[config.mk]
export PLATFORM = sky130hd
export DESIGN_NAME = wm8731_i2s_tx_flat
export DESIGN_NICKNAME = d
export VERILOG_FILES = /design/src/rtl/wm8731_i2s_tx_if.sv /design/src/rtl/wm8731_i2s_tx.sv /design/src/flat_wrapper.sv
export SDC_FILE = /design/constraint.sdc
export NUM_CORES = 1
export LEC_CHECK = 0
export ABC_AREA = 0
export CAP_MARGIN = 10
export CORE_MARGIN = 3
export CORE_UTILIZATION = 54
export DETAILED_ROUTE_END_ITERATION = 8
export PLACE_DENSITY = 0.83
export SYNTH_ARGS = -nofsm -noshare
export SYNTH_HDL_FRONTEND = slang
export SYNTH_SLANG_ARGS = --single-unit
[constraint.sdc]
create_clock -name CLOCK50M -period 2.9 [get_ports CLOCK50M]
set_input_delay 0.435 -clock CLOCK50M [delete_from_list [all_inputs] [get_ports CLOCK50M]]
set_output_delay 0.435 -clock CLOCK50M [all_outputs]
set_load 0.005 [all_outputs]
[src/rtl/wm8731_i2s_tx_if.sv]
// Stereo sample-pair handshake between the voice mixer and the WM8731 transmitter.
interface wm8731_i2s_tx_if #(
  parameter int SAMPLE_WIDTH = 16
);
  logic [SAMPLE_WIDTH-1:0] in_left;
  logic [SAMPLE_WIDTH-1:0] in_right;
  logic                    in_valid;
  logic                    in_ready;

  modport master (output in_left, output in_right, output in_valid, input in_ready);
  modport slave  (input in_left, input in_right, input in_valid, output in_ready);
endinterface

[src/rtl/wm8731_i2s_tx.sv]
// I2S / left-justified transmitter for the WM8731 DAC: pair FIFO, MCLK/BCLK dividers, frame sequencer.
// Pairs are popped only at frame start; pin changes happen on the CLOCK50M edge that drives BCLK low.
module wm8731_i2s_tx #(
  parameter int SAMPLE_WIDTH      = 16,
  parameter int SLOT_WIDTH        = 32,
  parameter int FIFO_DEPTH        = 4,
  parameter int MCLK_HALF         = 2,
  parameter int BCLK_HALF         = 8,
  parameter int HOLD_ON_UNDERFLOW = 0
) (
  input  logic                        CLOCK50M,
  input  logic                        RESET_N,
  input  logic                        enable,
  input  logic                        mode_i2s,
  wm8731_i2s_tx_if.slave              bus,
  output logic [$clog2(FIFO_DEPTH):0] fifo_level,
  output logic                        underflow,
  input  logic                        clear_underflow,
  output logic                        MCLK,
  output logic                        BCLK,
  output logic                        DACLRC,
  output logic                        DACDAT
);
  localparam int SW = SAMPLE_WIDTH;
  localparam int AW = $clog2(FIFO_DEPTH);
  localparam int LW = AW + 1;
  localparam int CW = $clog2(2 * SLOT_WIDTH);
  localparam int IW = $clog2(SAMPLE_WIDTH);
  localparam int MW = $clog2(MCLK_HALF + 1);
  localparam int BW = $clog2(BCLK_HALF + 1);

  typedef enum logic [1:0] {IDLE, START, RUN} state_t;

  state_t          state;
  logic [MW-1:0]   mclk_cnt;
  logic [BW-1:0]   bclk_cnt;
  logic [CW-1:0]   bit_cnt;
  logic [CW-1:0]   next_cnt;
  logic            bclk_tick;
  logic            frame_start;
  logic            push;
  logic            pop;
  logic            mode_q;
  logic [SW-1:0]   cur_l, cur_r;
  logic [SW-1:0]   last_l, last_r;
  logic [SW-1:0]   load_l, load_r;
  logic [SW-1:0]   mem_l [FIFO_DEPTH];
  logic [SW-1:0]   mem_r [FIFO_DEPTH];
  logic [AW-1:0]   wr_ptr, rd_ptr;

  // Serial bit for a frame position; I2S shifts the sample one BCLK later in each slot.
  function automatic logic slot_bit(input logic [CW-1:0] cnt, input logic i2s,
                                    input logic [SW-1:0] l, input logic [SW-1:0] r);
    logic [CW-1:0] pos;
    logic [SW-1:0] smp;
    logic [IW-1:0] idx;
    logic          b;
    b   = 1'b0;
    idx = '0;
    smp = (cnt >= CW'(SLOT_WIDTH)) ? r : l;
    pos = (cnt >= CW'(SLOT_WIDTH)) ? cnt - CW'(SLOT_WIDTH) : cnt;
    if (i2s) pos = pos - CW'(1);
    if (pos < CW'(SW)) begin
      idx = IW'(SW - 1) - IW'(pos);
      b   = smp[idx];
    end
    return b;
  endfunction

  assign bus.in_ready = (fifo_level != LW'(FIFO_DEPTH));
  assign push         = bus.in_valid && bus.in_ready;
  assign bclk_tick    = (bclk_cnt == BW'(BCLK_HALF - 1));
  assign next_cnt     = (bit_cnt == CW'(2 * SLOT_WIDTH - 1)) ? '0 : bit_cnt + CW'(1);
  assign frame_start  = bclk_tick && ((state == START) ||
                        (state == RUN && BCLK && next_cnt == '0 && enable));
  assign pop          = frame_start && (fifo_level != '0);
  assign load_l       = pop ? mem_l[rd_ptr] : ((HOLD_ON_UNDERFLOW != 0) ? last_l : '0);
  assign load_r       = pop ? mem_r[rd_ptr] : ((HOLD_ON_UNDERFLOW != 0) ? last_r : '0);

  always_ff @(posedge CLOCK50M or negedge RESET_N) begin
    if (!RESET_N) begin
      mclk_cnt <= '0;
      MCLK     <= 1'b0;
    end else if (mclk_cnt == MW'(MCLK_HALF - 1)) begin
      mclk_cnt <= '0;
      MCLK     <= ~MCLK;
    end else begin
      mclk_cnt <= mclk_cnt + MW'(1);
    end
  end

  always_ff @(posedge CLOCK50M) begin
    if (push) begin
      mem_l[wr_ptr] <= bus.in_left;
      mem_r[wr_ptr] <= bus.in_right;
    end
  end

  always_ff @(posedge CLOCK50M or negedge RESET_N) begin
    if (!RESET_N) begin
      wr_ptr     <= '0;
      rd_ptr     <= '0;
      fifo_level <= '0;
    end else begin
      if (push) wr_ptr <= wr_ptr + AW'(1);
      if (pop)  rd_ptr <= rd_ptr + AW'(1);
      fifo_level <= fifo_level + LW'(push) - LW'(pop);
    end
  end

  always_ff @(posedge CLOCK50M or negedge RESET_N) begin
    if (!RESET_N) begin
      state     <= IDLE;
      bclk_cnt  <= '0;
      bit_cnt   <= '0;
      BCLK      <= 1'b0;
      DACLRC    <= 1'b0;
      DACDAT    <= 1'b0;
      mode_q    <= 1'b0;
      cur_l     <= '0;
      cur_r     <= '0;
      last_l    <= '0;
      last_r    <= '0;
      underflow <= 1'b0;
    end else begin
      if (clear_underflow) underflow <= 1'b0;
      if (frame_start) begin
        mode_q  <= mode_i2s;
        cur_l   <= load_l;
        cur_r   <= load_r;
        bit_cnt <= '0;
        DACLRC  <= 1'b0;
        DACDAT  <= slot_bit('0, mode_i2s, load_l, load_r);
        if (pop) begin
          last_l <= load_l;
          last_r <= load_r;
        end else begin
          underflow <= 1'b1;
        end
      end
      case (state)
        IDLE: begin
          BCLK     <= 1'b0;
          DACLRC   <= 1'b0;
          DACDAT   <= 1'b0;
          bclk_cnt <= '0;
          bit_cnt  <= '0;
          if (enable) state <= START;
        end
        START: begin
          bclk_cnt <= bclk_tick ? '0 : bclk_cnt + BW'(1);
          if (bclk_tick) state <= RUN;
        end
        RUN: begin
          bclk_cnt <= bclk_tick ? '0 : bclk_cnt + BW'(1);
          if (bclk_tick) begin
            BCLK <= ~BCLK;
            // Falling edge: advance the frame, or park at the boundary once enable has dropped.
            if (BCLK && !frame_start) begin
              if (next_cnt == '0) begin
                state   <= IDLE;
                DACLRC  <= 1'b0;
                DACDAT  <= 1'b0;
                bit_cnt <= '0;
              end else begin
                bit_cnt <= next_cnt;
                DACLRC  <= (next_cnt >= CW'(SLOT_WIDTH));
                DACDAT  <= slot_bit(next_cnt, mode_q, cur_l, cur_r);
              end
            end
          end
        end
        default: state <= IDLE;
      endcase
    end
  end
endmodule

[src/flat_wrapper.sv]
// flat-port wrapper written by rule: the top's interface ports become plain ports
module wm8731_i2s_tx_flat 
#(
  parameter int SAMPLE_WIDTH      = 16,
  parameter int SLOT_WIDTH        = 32,
  parameter int FIFO_DEPTH        = 4,
  parameter int MCLK_HALF         = 2,
  parameter int BCLK_HALF         = 8,
  parameter int HOLD_ON_UNDERFLOW = 0
)
  (CLOCK50M, RESET_N, enable, mode_i2s, fifo_level, underflow, clear_underflow, MCLK, BCLK, DACLRC, DACDAT, bus_in_left, bus_in_right, bus_in_valid, bus_in_ready);
  wm8731_i2s_tx_if #(.SAMPLE_WIDTH(SAMPLE_WIDTH)) bus_i ();
  input  logic CLOCK50M;
  input  logic RESET_N;
  input  logic enable;
  input  logic mode_i2s;
  output logic [$clog2(FIFO_DEPTH):0] fifo_level;
  output logic underflow;
  input  logic clear_underflow;
  output logic MCLK;
  output logic BCLK;
  output logic DACLRC;
  output logic DACDAT;
  input wire logic [$bits(bus_i.in_left)-1:0] bus_in_left;
  input wire logic [$bits(bus_i.in_right)-1:0] bus_in_right;
  input wire logic [$bits(bus_i.in_valid)-1:0] bus_in_valid;
  output wire logic [$bits(bus_i.in_ready)-1:0] bus_in_ready;
  assign bus_i.in_left = bus_in_left;
  assign bus_i.in_right = bus_in_right;
  assign bus_i.in_valid = bus_in_valid;
  assign bus_in_ready = bus_i.in_ready;
  wm8731_i2s_tx #(.SAMPLE_WIDTH(SAMPLE_WIDTH), .SLOT_WIDTH(SLOT_WIDTH), .FIFO_DEPTH(FIFO_DEPTH), .MCLK_HALF(MCLK_HALF), .BCLK_HALF(BCLK_HALF), .HOLD_ON_UNDERFLOW(HOLD_ON_UNDERFLOW)) u_core (.CLOCK50M(CLOCK50M), .RESET_N(RESET_N), .enable(enable), .mode_i2s(mode_i2s), .bus(bus_i), .fifo_level(fifo_level), .underflow(underflow), .clear_underflow(clear_underflow), .MCLK(MCLK), .BCLK(BCLK), .DACLRC(DACLRC), .DACDAT(DACDAT));
endmodule
==> flow_metrics.py <==
metrics = {
    "place": {
        "io_buffers": 46,
        "gp_congestion": 0.8237,
        "dp.cells": 746,
        "hpwlAfterDp_um": 9962,
    },
    "worst_setup_path": {
        "arrival_ps": 3070,
        "path_class": "reg -> reg",
        "startpoint_type": "register",
        "cp_max_fo": 8,
        "setup.worst_path.end_class": "register",
        "crit_required_ps": 3200,
        "worstRegToRegCells": 10,
    },
    "synthesis": {
        "synth_fp_nets": 582,
        "synth_largest_area_cell": "edfxtp_1",
        "synth-edff-count": 128,
        "synth_flop_cell": "edfxtp_1",
        "yosys_warnings": 0,
        "ys_ff_latch": 187,
        "yosysMostFrequentCell": "edfxtp_1",
        "syn_area_per_cell_um2": 15.12,
        "synth_common_cells": "128 x edfxtp_1, 84 x nand2_1, 59 x dfrtp_1, 34 x o21ai_1, 33 x mux4_2",
        "synth.area.top_cells": "edfxtp_1 48%, dfrtp_1 18%, mux4_2 9.3%",
        "netlist_area_um2": 8000,
        "synth-seq-area-share_pct": 66.50,
        "synthArstFlopShare_pct": 31.55,
        "synth_top_area_share_pct": 48.05,
        "synthDistinctLibCells": 61,
        "syn_inst": 529,
    },
    "floorplan": {
        "rows": 43,
        "initial_core_util_pct": 56.32,
        "chipWidth_um": 127.7,
        "io_pins": 47,
        "fp.coreArea_um2": 14200,
        "die_area_um2": 16310,
        "fp.dieH_um": 127.7,
    },
    "detailed_routing": {
        "drc": 0,
        "met1Wirelength_um": 6382,
        "met3_length_um": 663,
        "wl_um": 15420,
        "wl_met2_um": 7940,
        "avgRoutedWirePerCell_um": 19.79,
        "first_pass_iters": 5,
        "vias": 4638,
        "drt-vias-per-instance": 5.954,
        "drt_iter0_markers": 342,
        "ant_nets": 0,
        "highest_layer": "met4",
    },
    "cts": {
        "cts_tree": "done",
        "root_buffer": "clkbuf_16",
        "cts_buffer_depth": 2,
        "cts_made_buffers": 17,
        "htree_levels": 4,
        "clk_pin_slew_ps": 70,
        "clock-sinks": 187,
        "clkLatencyLatePin_ps": 430,
        "cts_setup_buffers": 0,
    },
    "timing": {
        "finalSetupTns_ps": 0,
        "tightest_slew_ps": 547.7,
        "timing.final.crit_share_pct": 95.47,
        "fin_skew_ps": 8.160,
        "hold_violations": 0,
        "finalCriticalPeriod_ps": 2769,
        "setup_viol": 0,
        "rsz0062_at_grt": "false",
        "clock.fmax_mhz": 361.2,
        "maxSlewHeadroom_pct": 63.27,
        "finalMaxSlewViolations": 0,
    },
    "worst_hold_path": {
        "min_path_type": "reg -> reg",
        "min_path_cells": 1,
    },
    "final_layout": {
        "final-seq-area_um2": 5321,
        "fin_nets": 639,
        "multi_input_comb_area_um2": 2510,
        "layout-drive-gt1-share_pct": 16.53,
        "antenna_cells": 0,
        "area_growth_pct": 16.62,
        "instances_no_fill": 779,
        "fillers": 981,
    },
    "grt": {
        "grt_pass1_vias": 4899,
        "grtUsageTotal_pct": 20.41,
        "grt_antenna_before_repair": 0,
        "grt_max_degree": 52,
        "grt_pass1_wl_um": 25300,
        "grt.overflow.total": 0,
    },
    "power": {
        "ir_worst_vdd_mv": 0.4683,
        "power_mw": 7.252,
        "power_density_nw_per_um2": 777.2,
        "p_leak_nw": 3.437,
    },
    "outcome": {
        "status": "finished, final reports clean",
    },
    "job": {
        "maxCapViolCount": 0,
    },
}
## critical path, stage by stage, from the launching register on
cell and delay [ps]:
dfrtp_1 390, ha_2 250, or2_1 280, o221ai_1 200, o2111a_1 290, a32oi_4 140
nor2b_1 210, ha_1 260, inv_1 60, ha_1 150, fa_1 420
## logic make-up after synthesis
logic type	synth area share, %
AOI/OAI and AO/OA	6.522
xor gates and xnor gates	0.9854
adders and majority gates	2.440
buffers and inverters	2.424
DFF	66.50
muxes	12.56
and+or+nand+nor	8.571
## where the power goes
group          switching (mW)  leakage [nW]  total (mW)  internal, mW
registers               0.199          1.97        3.58          3.38
clock network           0.963         0.271        2.24          1.28
logic                   0.819          1.19        1.43         0.614
total                    1.98          3.44        7.25          5.27
## registers in the layout, summed over array words and instances (netlist names)
name,flops
u_core.rd_ptr,2
u_core.fifo_level,3
u_core.MCLK,1
u_core.cur_l,16
u_core.wr_ptr,2
u_core.DACDAT,1
u_core.mem_l,64
u_core.bclk_cnt,4
u_core.BCLK,1
u_core.bit_cnt,6
u_core.mem_r,64
u_core.underflow,1
u_core.mclk_cnt,2
u_core.state,2
u_core.DACLRC,1
u_core.cur_r,16
u_core.mode_q,1
## layer usage
layer,up-vias,track usage (%)
met5,-,0
met3,35,4.292
li1,2108,-
met4,0,9.551
met1,2341,26.39
met2,154,33.51
## per-stage QoR
stage | setup slack, ps | cell area, µm² | hold WS (ps) | utilization [%]
after floorplan | 112.7 | 8000 | 139.4 | -
after global placement | 152.1 | 8722 | 395.2 | 61.41
after detailed placement | 11.95 | 8722 | 401.9 | 61.41
after CTS | 6.692 | 9310 | 452.5 | 65.55
after global routing | 13.06 | 9330 | 496.6 | 65.69
final | 131.4 | 9330 | 450.7 | 65.69
## final cells by class
cell class / instances / share of cell area [%]
flip-flops and latches: 187 / 57.03
multi-input cells: 299 / 26.90
repair buffers: 69 / 7.014
clock buffers: 19 / 4.640
well taps: 180 / 2.414
clock inverters: 13 / 1.515
inverters: 12 / 0.4828
## repair_timing
| action | CTS | global route |
|---|---|---|
| hold buffers | 1 | 0 |
| hold endpoints to repair | 17 | 0 |
| endpoints found under the setup margin | 1 | 3 |
| pin swaps | 0 | 0 |
| resized for setup | 1 | 5 |
## cells in the final DEF (no fill, tap or decap), drive strengths merged, types with 2 or more instances in the layout
| master | Yosys | final |
|---|---|---|
| nand3 | 13 | 13 |
| a31oi | 2 | 2 |
| bufinv | 0 | 2 |
| xor2 | 3 | 3 |
| and3 | 7 | 7 |
| o21ai | 46 | 46 |
| mux2 | 3 | 3 |
| clkdlybuf4s50 | 0 | 45 |
| a21boi | 2 | 2 |
| nor2b | 5 | 5 |
| mux4 | 39 | 39 |
| edfxtp | 128 | 128 |
| dfrtp | 59 | 59 |
| nand2 | 84 | 84 |
| mux2i | 7 | 7 |
| buf | 10 | 23 |
| nand2b | 5 | 5 |
| xnor2 | 6 | 6 |
| a21oi | 10 | 10 |
| clkbuf | 21 | 19 |
| or2b | 3 | 3 |
| or2 | 2 | 2 |
| a22o | 3 | 3 |
| o21a | 2 | 2 |
| nor3b | 2 | 2 |
| nor3 | 5 | 5 |
| clkinv | 0 | 4 |
| o22ai | 3 | 3 |
| and2 | 3 | 3 |
| clkinvlp | 0 | 3 |
| nor2 | 9 | 9 |
| inv | 12 | 16 |
| ha | 14 | 14 |
| a311oi | 3 | 3 |
## final timing paths
check | from | endpoint | slack (ps)
max in group asynchronous | RESET_N | u_core.rd_ptr[0]$_DFFE_PN0P_ | 1500
worst min register to register | u_core.mclk_cnt[0]$_DFF_PN0_ | u_core.mclk_cnt[0]$_DFF_PN0_ | 450
worst max-delay path | u_core.bit_cnt[0]$_DFF_PN0_ | u_core.fifo_level[1]$_DFF_PN0_ | 130
worst max register to register | u_core.bit_cnt[0]$_DFF_PN0_ | u_core.fifo_level[1]$_DFF_PN0_ | 130
min in group asynchronous | RESET_N | u_core.state[0]$_DFFE_PN0P_ | 470
worst min-delay path | u_core.mclk_cnt[0]$_DFF_PN0_ | u_core.mclk_cnt[0]$_DFF_PN0_ | 450
No activity file was read; power rests on OpenSTA's default activity.
